`config.mk`:
```
export PLATFORM = sky130hd
export DESIGN_NAME = imem_dmem_rd_arbiter_flat
export DESIGN_NICKNAME = d
export VERILOG_FILES = /design/src/rtl/imem_dmem_rd_arbiter_if.sv /design/src/rtl/imem_dmem_rd_arbiter.sv /design/src/flat_wrapper.sv
export SDC_FILE = /design/constraint.sdc
export NUM_CORES = 1
export LEC_CHECK = 0
export BUFFER_PORTS_ARGS = -buffer_cell sky130_fd_sc_hd__buf_2
export CORE_AREA = 2 2 73 75
export CTS_CLUSTER_DIAMETER = 200
export CTS_CLUSTER_SIZE = 28
export DETAILED_ROUTE_END_ITERATION = 16
export DIE_AREA = 0 0 75 77
export PLACE_DENSITY = 0.69
export SETUP_SLACK_MARGIN = 0.15
export SLEW_MARGIN = 5
export SYNTH_ARGS = -nofsm -noshare
export SYNTH_HDL_FRONTEND = slang
export SYNTH_SLANG_ARGS = --single-unit
```
`constraint.sdc`:
```
create_clock -name clk -period 5.8 [get_ports clk]
set_input_delay 1.74 -clock clk [delete_from_list [all_inputs] [get_ports clk]]
set_output_delay 1.74 -clock clk [all_outputs]
set_load 0.02 [all_outputs]
```
`src/rtl/imem_dmem_rd_arbiter_if.sv`:
```
// imem_dmem_rd_arbiter_if: fetch/load AR+R channels and the shared memory read port.
// slave is the arbiter's view; master is the view of the surrounding core and memory.
interface imem_dmem_rd_arbiter_if;
    logic [31:0] s0_araddr;
    logic [2:0]  s0_arprot;
    logic        s0_arvalid;
    logic        s0_arready;
    logic        s0_rvalid;
    logic        s0_rready;
    logic [31:0] s1_araddr;
    logic [2:0]  s1_arprot;
    logic        s1_arvalid;
    logic        s1_arready;
    logic        s1_rvalid;
    logic        s1_rready;
    logic [31:0] s_rdata;
    logic [1:0]  s_rresp;
    logic [31:0] m_araddr;
    logic [2:0]  m_arprot;
    logic        m_arvalid;
    logic        m_arready;
    logic [31:0] m_rdata;
    logic [1:0]  m_rresp;
    logic        m_rvalid;
    logic        m_rready;

    modport slave (
        input  s0_araddr, s0_arprot, s0_arvalid, s0_rready,
        input  s1_araddr, s1_arprot, s1_arvalid, s1_rready,
        input  m_arready, m_rdata, m_rresp, m_rvalid,
        output s0_arready, s0_rvalid, s1_arready, s1_rvalid,
        output s_rdata, s_rresp,
        output m_araddr, m_arprot, m_arvalid, m_rready
    );

    modport master (
        output s0_araddr, s0_arprot, s0_arvalid, s0_rready,
        output s1_araddr, s1_arprot, s1_arvalid, s1_rready,
        output m_arready, m_rdata, m_rresp, m_rvalid,
        input  s0_arready, s0_rvalid, s1_arready, s1_rvalid,
        input  s_rdata, s_rresp,
        input  m_araddr, m_arprot, m_arvalid, m_rready
    );
endinterface

```
`src/rtl/imem_dmem_rd_arbiter.sv`:
```
// imem_dmem_rd_arbiter: 2:1 AXI4-Lite read arbiter (fetch/load) with in-order response steering.
// Define IMEM_ARB_ROUND_ROBIN_EN for round-robin grants; default is fixed priority, load over fetch.
module imem_dmem_rd_arbiter #(
    parameter int MAX_OUTSTANDING = 2
) (
    input logic clk,
    input logic reset,
    imem_dmem_rd_arbiter_if.slave bus
);
    localparam int PW = $clog2(MAX_OUTSTANDING);
    localparam int CW = PW + 1;

    typedef enum logic {IDLE, LOCKED} state_e;

    state_e        state_q;
    logic          lock_id_q;
    logic          id_q [MAX_OUTSTANDING];
    logic [PW-1:0] rptr_q, wptr_q;
    logic [CW-1:0] cnt_q, cnt_d;
    logic          full, empty, win, gnt_id, ar_valid, push, pop, head, rready;

`ifdef IMEM_ARB_ROUND_ROBIN_EN
    logic last_grant_q;
    always_ff @(posedge clk or posedge reset)
        if (reset) last_grant_q <= 1'b0;
        else if (push) last_grant_q <= gnt_id;
    assign win = (bus.s0_arvalid && bus.s1_arvalid) ? ~last_grant_q : bus.s1_arvalid;
`else
    assign win = bus.s1_arvalid;
`endif

    always_comb begin
        full     = cnt_q == CW'(MAX_OUTSTANDING);
        empty    = cnt_q == '0;
        gnt_id   = (state_q == LOCKED) ? lock_id_q : win;
        ar_valid = (state_q == LOCKED) || (!full && (bus.s0_arvalid || bus.s1_arvalid));
        push     = ar_valid && bus.m_arready;
        head     = id_q[rptr_q];
        rready   = !empty && (head ? bus.s1_rready : bus.s0_rready);
        pop      = rready && bus.m_rvalid;
        cnt_d    = cnt_q + CW'(push) - CW'(pop);
    end

    assign bus.m_arvalid  = ar_valid;
    assign bus.m_araddr   = !ar_valid ? '0 : gnt_id ? bus.s1_araddr : bus.s0_araddr;
    assign bus.m_arprot   = !ar_valid ? '0 : gnt_id ? bus.s1_arprot : bus.s0_arprot;
    assign bus.s0_arready = push && !gnt_id;
    assign bus.s1_arready = push && gnt_id;
    assign bus.s0_rvalid  = !empty && !head && bus.m_rvalid;
    assign bus.s1_rvalid  = !empty && head && bus.m_rvalid;
    assign bus.m_rready   = rready;
    assign bus.s_rdata    = bus.m_rdata;
    assign bus.s_rresp    = bus.m_rresp;

    // A stalled grant stays LOCKED on the same ID so the address cannot change mid-handshake.
    always_ff @(posedge clk or posedge reset) begin
        if (reset) begin
            state_q   <= IDLE;
            lock_id_q <= 1'b0;
            rptr_q    <= '0;
            wptr_q    <= '0;
            cnt_q     <= '0;
        end else begin
            state_q   <= (ar_valid && !bus.m_arready) ? LOCKED : IDLE;
            lock_id_q <= gnt_id;
            if (push) wptr_q <= wptr_q + PW'(1);
            if (pop) rptr_q <= rptr_q + PW'(1);
            cnt_q     <= cnt_d;
        end
    end

    always_ff @(posedge clk)
        if (push) id_q[wptr_q] <= gnt_id;
endmodule

```
`src/flat_wrapper.sv`:
```
// flat-port wrapper written by rule: the top's interface ports become plain ports
module imem_dmem_rd_arbiter_flat 
#(
    parameter int MAX_OUTSTANDING = 2
)
  (clk, reset, bus_s0_araddr, bus_s0_arprot, bus_s0_arvalid, bus_s0_rready, bus_s1_araddr, bus_s1_arprot, bus_s1_arvalid, bus_s1_rready, bus_m_arready, bus_m_rdata, bus_m_rresp, bus_m_rvalid, bus_s0_arready, bus_s0_rvalid, bus_s1_arready, bus_s1_rvalid, bus_s_rdata, bus_s_rresp, bus_m_araddr, bus_m_arprot, bus_m_arvalid, bus_m_rready);
  imem_dmem_rd_arbiter_if bus_i ();
  input logic clk;
  input logic reset;
  input wire logic [$bits(bus_i.s0_araddr)-1:0] bus_s0_araddr;
  input wire logic [$bits(bus_i.s0_arprot)-1:0] bus_s0_arprot;
  input wire logic [$bits(bus_i.s0_arvalid)-1:0] bus_s0_arvalid;
  input wire logic [$bits(bus_i.s0_rready)-1:0] bus_s0_rready;
  input wire logic [$bits(bus_i.s1_araddr)-1:0] bus_s1_araddr;
  input wire logic [$bits(bus_i.s1_arprot)-1:0] bus_s1_arprot;
  input wire logic [$bits(bus_i.s1_arvalid)-1:0] bus_s1_arvalid;
  input wire logic [$bits(bus_i.s1_rready)-1:0] bus_s1_rready;
  input wire logic [$bits(bus_i.m_arready)-1:0] bus_m_arready;
  input wire logic [$bits(bus_i.m_rdata)-1:0] bus_m_rdata;
  input wire logic [$bits(bus_i.m_rresp)-1:0] bus_m_rresp;
  input wire logic [$bits(bus_i.m_rvalid)-1:0] bus_m_rvalid;
  output wire logic [$bits(bus_i.s0_arready)-1:0] bus_s0_arready;
  output wire logic [$bits(bus_i.s0_rvalid)-1:0] bus_s0_rvalid;
  output wire logic [$bits(bus_i.s1_arready)-1:0] bus_s1_arready;
  output wire logic [$bits(bus_i.s1_rvalid)-1:0] bus_s1_rvalid;
  output wire logic [$bits(bus_i.s_rdata)-1:0] bus_s_rdata;
  output wire logic [$bits(bus_i.s_rresp)-1:0] bus_s_rresp;
  output wire logic [$bits(bus_i.m_araddr)-1:0] bus_m_araddr;
  output wire logic [$bits(bus_i.m_arprot)-1:0] bus_m_arprot;
  output wire logic [$bits(bus_i.m_arvalid)-1:0] bus_m_arvalid;
  output wire logic [$bits(bus_i.m_rready)-1:0] bus_m_rready;
  assign bus_i.s0_araddr = bus_s0_araddr;
  assign bus_i.s0_arprot = bus_s0_arprot;
  assign bus_i.s0_arvalid = bus_s0_arvalid;
  assign bus_i.s0_rready = bus_s0_rready;
  assign bus_i.s1_araddr = bus_s1_araddr;
  assign bus_i.s1_arprot = bus_s1_arprot;
  assign bus_i.s1_arvalid = bus_s1_arvalid;
  assign bus_i.s1_rready = bus_s1_rready;
  assign bus_i.m_arready = bus_m_arready;
  assign bus_i.m_rdata = bus_m_rdata;
  assign bus_i.m_rresp = bus_m_rresp;
  assign bus_i.m_rvalid = bus_m_rvalid;
  assign bus_s0_arready = bus_i.s0_arready;
  assign bus_s0_rvalid = bus_i.s0_rvalid;
  assign bus_s1_arready = bus_i.s1_arready;
  assign bus_s1_rvalid = bus_i.s1_rvalid;
  assign bus_s_rdata = bus_i.s_rdata;
  assign bus_s_rresp = bus_i.s_rresp;
  assign bus_m_araddr = bus_i.m_araddr;
  assign bus_m_arprot = bus_i.m_arprot;
  assign bus_m_arvalid = bus_i.m_arvalid;
  assign bus_m_rready = bus_i.m_rready;
  imem_dmem_rd_arbiter #(.MAX_OUTSTANDING(MAX_OUTSTANDING)) u_core (.clk(clk), .reset(reset), .bus(bus_i));
endmodule
```
# Yosys cells after proc, flatten, opt, wreduce, memory -nomap -nowiden
# Memories as Yosys holds them, arrays and structs flattened.
# Index checks and enable logic that the tools add are counted.
[word_totals]
register_bits = 6
ram_bits = 2
input_bits = 112
wordCells = 39
n_memories = 1
[op_classes]
addsub = 4
n_eq_ne = 1
mux = 9
reduce_logical = 19
[mem_list]
columns = ["name", "depth", "width", "rd", "rd_clocked_by_memory_dff", "write_ports", "line", "rtl"]
rows = [
  ["u_core.id_q", 2, 1, 1, 0, 1, "imem_dmem_rd_arbiter.sv:17", "logic id_q [MAX_OUTSTANDING];"],
]
[op_table]
columns = ["operator", "n"]
rows = [
  ["$mux 32", 2],
  ["$logic_and 1x1->1", 11],
  ["$mux 3", 2],
  ["$logic_not 1->1", 5],
  ["$mux 1", 5],
  ["$add 1x1->1 const B", 2],
  ["$add 2x1->2", 1],
  ["$eq 2x2->1 const B", 1],
  ["$logic_not 2->1", 1],
  ["$logic_or 1x1->1", 2],
  ["$sub 2x1->2", 1],
]

# Depth between registers and ports, before layout
[depth]
word_depth = 7
ltp_mapped = 9
mapped_depth_nobuf = 9

# Worst setup path after synthesis
# No wires, ideal clock.
[synth_timing]
path_kind = "in2out"
startpoint = "in bus_s1_arvalid"
endpoint = "out bus_m_araddr[22]"
t_arrival_ps = 2616
slack_ps = 1444
stages = 4
path_buffers = 1
cell_sequence = "mux2i_4 buf_2 nand2_1 a21oi_1"
[synth_via]
elab_chain_cells = 4
word_cells_on_any_way = 6
[synth_lines]
columns = ["item", "line", "rtl"]
rows = [
  ["start: declaration", "flat_wrapper.sv:16", "input wire logic [$bits(bus_i.s1_arvalid)-1:0] bus_s1_arvalid;"],
  ["$logic_or 1x1->1", "imem_dmem_rd_arbiter.sv:36", "ar_valid = (state_q == LOCKED) || (!full && (bus.s0_arvalid || bus.s1_arvalid));"],
  ["$logic_and 1x1->1", "imem_dmem_rd_arbiter.sv:36", ""],
  ["$logic_or 1x1->1", "imem_dmem_rd_arbiter.sv:36", ""],
  ["$mux 32 *", "imem_dmem_rd_arbiter.sv:45", "assign bus.m_araddr = !ar_valid ? '0 : gnt_id ? bus.s1_araddr : bus.s0_araddr;"],
  ["end: declaration", "flat_wrapper.sv:28", "output wire logic [$bits(bus_i.m_araddr)-1:0] bus_m_araddr;"],
]
# Mark *: on every way between the ends. The rest lies on a longest branch, timed or not.

# Worst setup path after layout
[layout_timing]
startpoint = "in bus_s1_arvalid"
endpoint = "out bus_m_araddr[5]"
# The elaborated chain is that of the path after synthesis.

==> key figures <==
Finish
  – Share of layout cells above drive strength 1: 0.476
  – Final core occ: 0.319
  – Nets: around 380
  – Area grow syn2layout: 35.9%
  – Total inserted antenna cells: 0

Hold path
  – Hold Path Class: reg2reg
  – WHS Path Cells: 1

Setup path
  – Critical path fanouts, max: 23
  – R2R Setup Slk: 3830 ps
  – RR Startpoint: u_core.cnt_q[1]$_DFF_PP0_
  – CP arrival: between 3000 and 4000 ps
  – Setup CP Type: in2out
  – Max incr delay on CP: roughly 520 ps
  – Slowest-stage cell, CP: nor2_2
  – R2R cell count: 9
  – Critical Path End: bus_m_araddr[5]
  – Crit. Startpoint: bus_s1_arvalid
  – Critical path launch point type: primary input
  – CP Cell Sequence: buf_2 -> nor2_1 -> nor2_1 -> nor2_2 -> buf_4 -> a21oi_1 -> buf_2
  – Critical Path Sink Type: output port
  – Req. time, crit path: around 4100 ps
  – FF-to-FF End: u_core.cnt_q[1]$_DFF_PP0_

Placed design
  – GP Congestion: 0.787
  – Input/output buffers: around 120
  – Hpwl dp: around 3000 um
  – Setup Slack @ Placement: between 800 and 900 ps

Die
  – # rows: 26
  – I/O pin count: ~190
  – Starting density of the core: 0.235
  – Total die area: between 0.005 and 0.006 mm^2
  – Core area: roughly 0.0050 mm^2
  – Height of the die: around 77 um
  – Chip width: between 70 and 80 um

Timing
  – Min cycle time layout: approximately 5000 ps
  – Fin worst setup slack: between 800 and 900 ps
  – Max_slew headroom: 0.550
  – Slew Limit Fails: 0
  – Setup-failing EPs final: 0
  – Setup TNS: 0 ps
  – Final hold violations: 0
  – Crit share post-route: 0.849
  – Final hold slack: just under 500 ps
  – F_max: roughly 200 MHz
  – Slew @ Worst Pin: 674 ps
  – Worst Skew: approximately 4 ps
  – RSZ-0062 raised after global routing: false

Synthesis
  – Cell taking the most area after synthesis: nand2_1
  – Async SR Flop Fraction: 0.750
  – Dominant synthesized flop cell: dfrtp_1
  – Synth top area share: 0.225
  – Largest cells by area after synthesis: nand2_1, buf_4, a21oi_1
  – Unique cell type count in the Yosys netlist: 20
  – FF+latch count, synth: 8
  – Sequential fraction of the synthesis area: 0.180
  – Post-Syn Area: 0.00117 mm^2
  – Syn nets: about 300
  – Count leader, synth: nand2_1
  – Post-synth EDFFs: 2
  – Synthesized instance count: 188
  – Mean Syn Cell Area: 6.21 um^2
  – Yosys warns: 0
  – Synth cell count leaders: nand2_1, a21oi_1, buf_4

Detailed routing
  – Final wirelength: about 3800 um
  – Antenna-violating nets left: 0
  – DRT Pass-1 Iters: 4
  – Initial DRC Count: 45
  – Wire per inst: between 10 and 15 um
  – # DRC: 0
  – Total number of vias: about 1.4k
  – DR vias/cell: about 4.2

CTS
  – H-tree depth: 1
  – # hold bufs at CTS: 0
  – Worst-case clock buffer depth: 2
  – Setup Buffers After CTS: 0
  – Total CTS buffers: 3
  – Post-CTS resize count: 0
  – Worst-skew pair later-pin latency: ~230 ps
  – Clock slew seen by the registers of the worst setup and hold paths: 40 ps
  – TritonCTS clock tree: done
  – Clock root buffer: clkbuf_8
  – CTS Sinks: 8

Global route
  – Gr ovfl total: 0
  – First-pass GRT wire length: about 5700 um
  – Vias in the first global route: 1,335
  – Initial antenna violation count: 0
  – Total Routing Usage GR: 0.123
  – Largest net degree at the start of global routing: 40

Power and ir drop
  – Clock power share: 0.116
  – Gate power share: 0.717
  – Switching Fraction: 0.532
  – P_leak: 0.934 nW
  – Design Power: slightly below 600 uW
  – Pwr per Cell Area: 376 mW/mm^2
  – VDD IR max: roughly 150 uV
  – Sequential Power Share: 0.167
  – Switching power: between 300 and 400 uW
  – Internal: roughly 280 uW

Status
  – Status: finished clean

Run
  – Max Cap Viol: 0
worst max-delay path: cells and delay by family:
kind	cells	cell delay, ps
AOI/OAI and AO/OA	1	100
buffers and inverters	3	680
and+or+nand+nor	3	670
cell usage in the layout (no fill, tap or decap):
cell,synthesis,layout
buf_2,6,118
nand2_1,70,70
a21oi_1,35,35
nor2_1,11,11
dfrtp_1,6,6
inv_1,5,5
xnor2_1,3,3
clkbuf_8,0,3
inv_2,2,2
mux2i_1,2,2
ha_1,2,2
buf_4,34,2
edfxtp_1,2,2
nor2b_1,1,1
nor2_2,1,1
mux2i_4,1,1
nand2_2,1,1
o21ai_0,1,1
and3_1,1,1
xor2_1,1,1
clkbuf_1,0,1
sequential cells by signal, indices dropped and copies added, names as in the netlist:
name	cells
u_core.wptr_q	1
u_core.rptr_q	1
u_core.lock_id_q	1
u_core.state_q	1
u_core.id_q	2
u_core.cnt_q	2
kinds of logic after synthesis:
kind of cell               share of synthesized area
muxes                                         0.0364
adders and majority gates                     0.0214
DFF                                            0.180
xor gates and xnor gates                      0.0300
buffers and inverters                          0.296
and+or+nand+nor                                0.282
AOI/OAI and AO/OA                              0.154
area by class of cell:
cell class                 instances  area [um^2]
tap                               70         87.6
multi-input combinational        130          612
sequential                         8          210
timing repair buffer             120          606
clock buffer                       4         45.0
fill                             555         3390
inverter                           7         26.3
layer usage:
layer  vias to the layer above  GRT usage  part of all wire
met3                         8     0.0302              0.10
met2                        97      0.230              0.52
met4                         0     0.0464             0.012
met1                       591      0.125              0.36
li1                        721          -                 -
met5                         -          0                 0
worst min path at each step:
| stage | start | endpoint | slack, ps |
|---|---|---|---|
| detailed placement | u_core.rptr_q$_DFFE_PP0P_ | u_core.rptr_q$_DFFE_PP0P_ | 480 |
| floorplan | u_core.wptr_q$_DFFE_PP0P_ | u_core.wptr_q$_DFFE_PP0P_ | 460 |
| global placement | u_core.rptr_q$_DFFE_PP0P_ | u_core.rptr_q$_DFFE_PP0P_ | 480 |
| finish | u_core.rptr_q$_DFFE_PP0P_ | u_core.rptr_q$_DFFE_PP0P_ | 490 |
| CTS | u_core.rptr_q$_DFFE_PP0P_ | u_core.rptr_q$_DFFE_PP0P_ | 490 |
| global route | u_core.rptr_q$_DFFE_PP0P_ | u_core.rptr_q$_DFFE_PP0P_ | 520 |
power groups by stage:
| stage | Clock, mW | Sequential [mW] | Combinational (mW) |
|---|---|---|---|
| floorplan | 0 | 0.0960 | 0.336 |
| global placement | 0 | 0.0996 | 0.427 |
| detailed placement | 0 | 0.101 | 0.431 |
| CTS | 0.0713 | 0.100 | 0.433 |
| global route | 0.0724 | 0.103 | 0.471 |
| finish | 0.0694 | 0.0996 | 0.427 |
through the flow:
| stage | instance area (um^2) | instances |
|---|---|---|
| after floorplan | 1170 | 188 |
| after global placement | 1540 | 335 |
| after detailed placement | 1540 | 335 |
| after CTS | 1590 | 339 |
| after global routing | 1590 | 339 |
| final | 1590 | 339 |
Power figures use the tool's default switching activity.
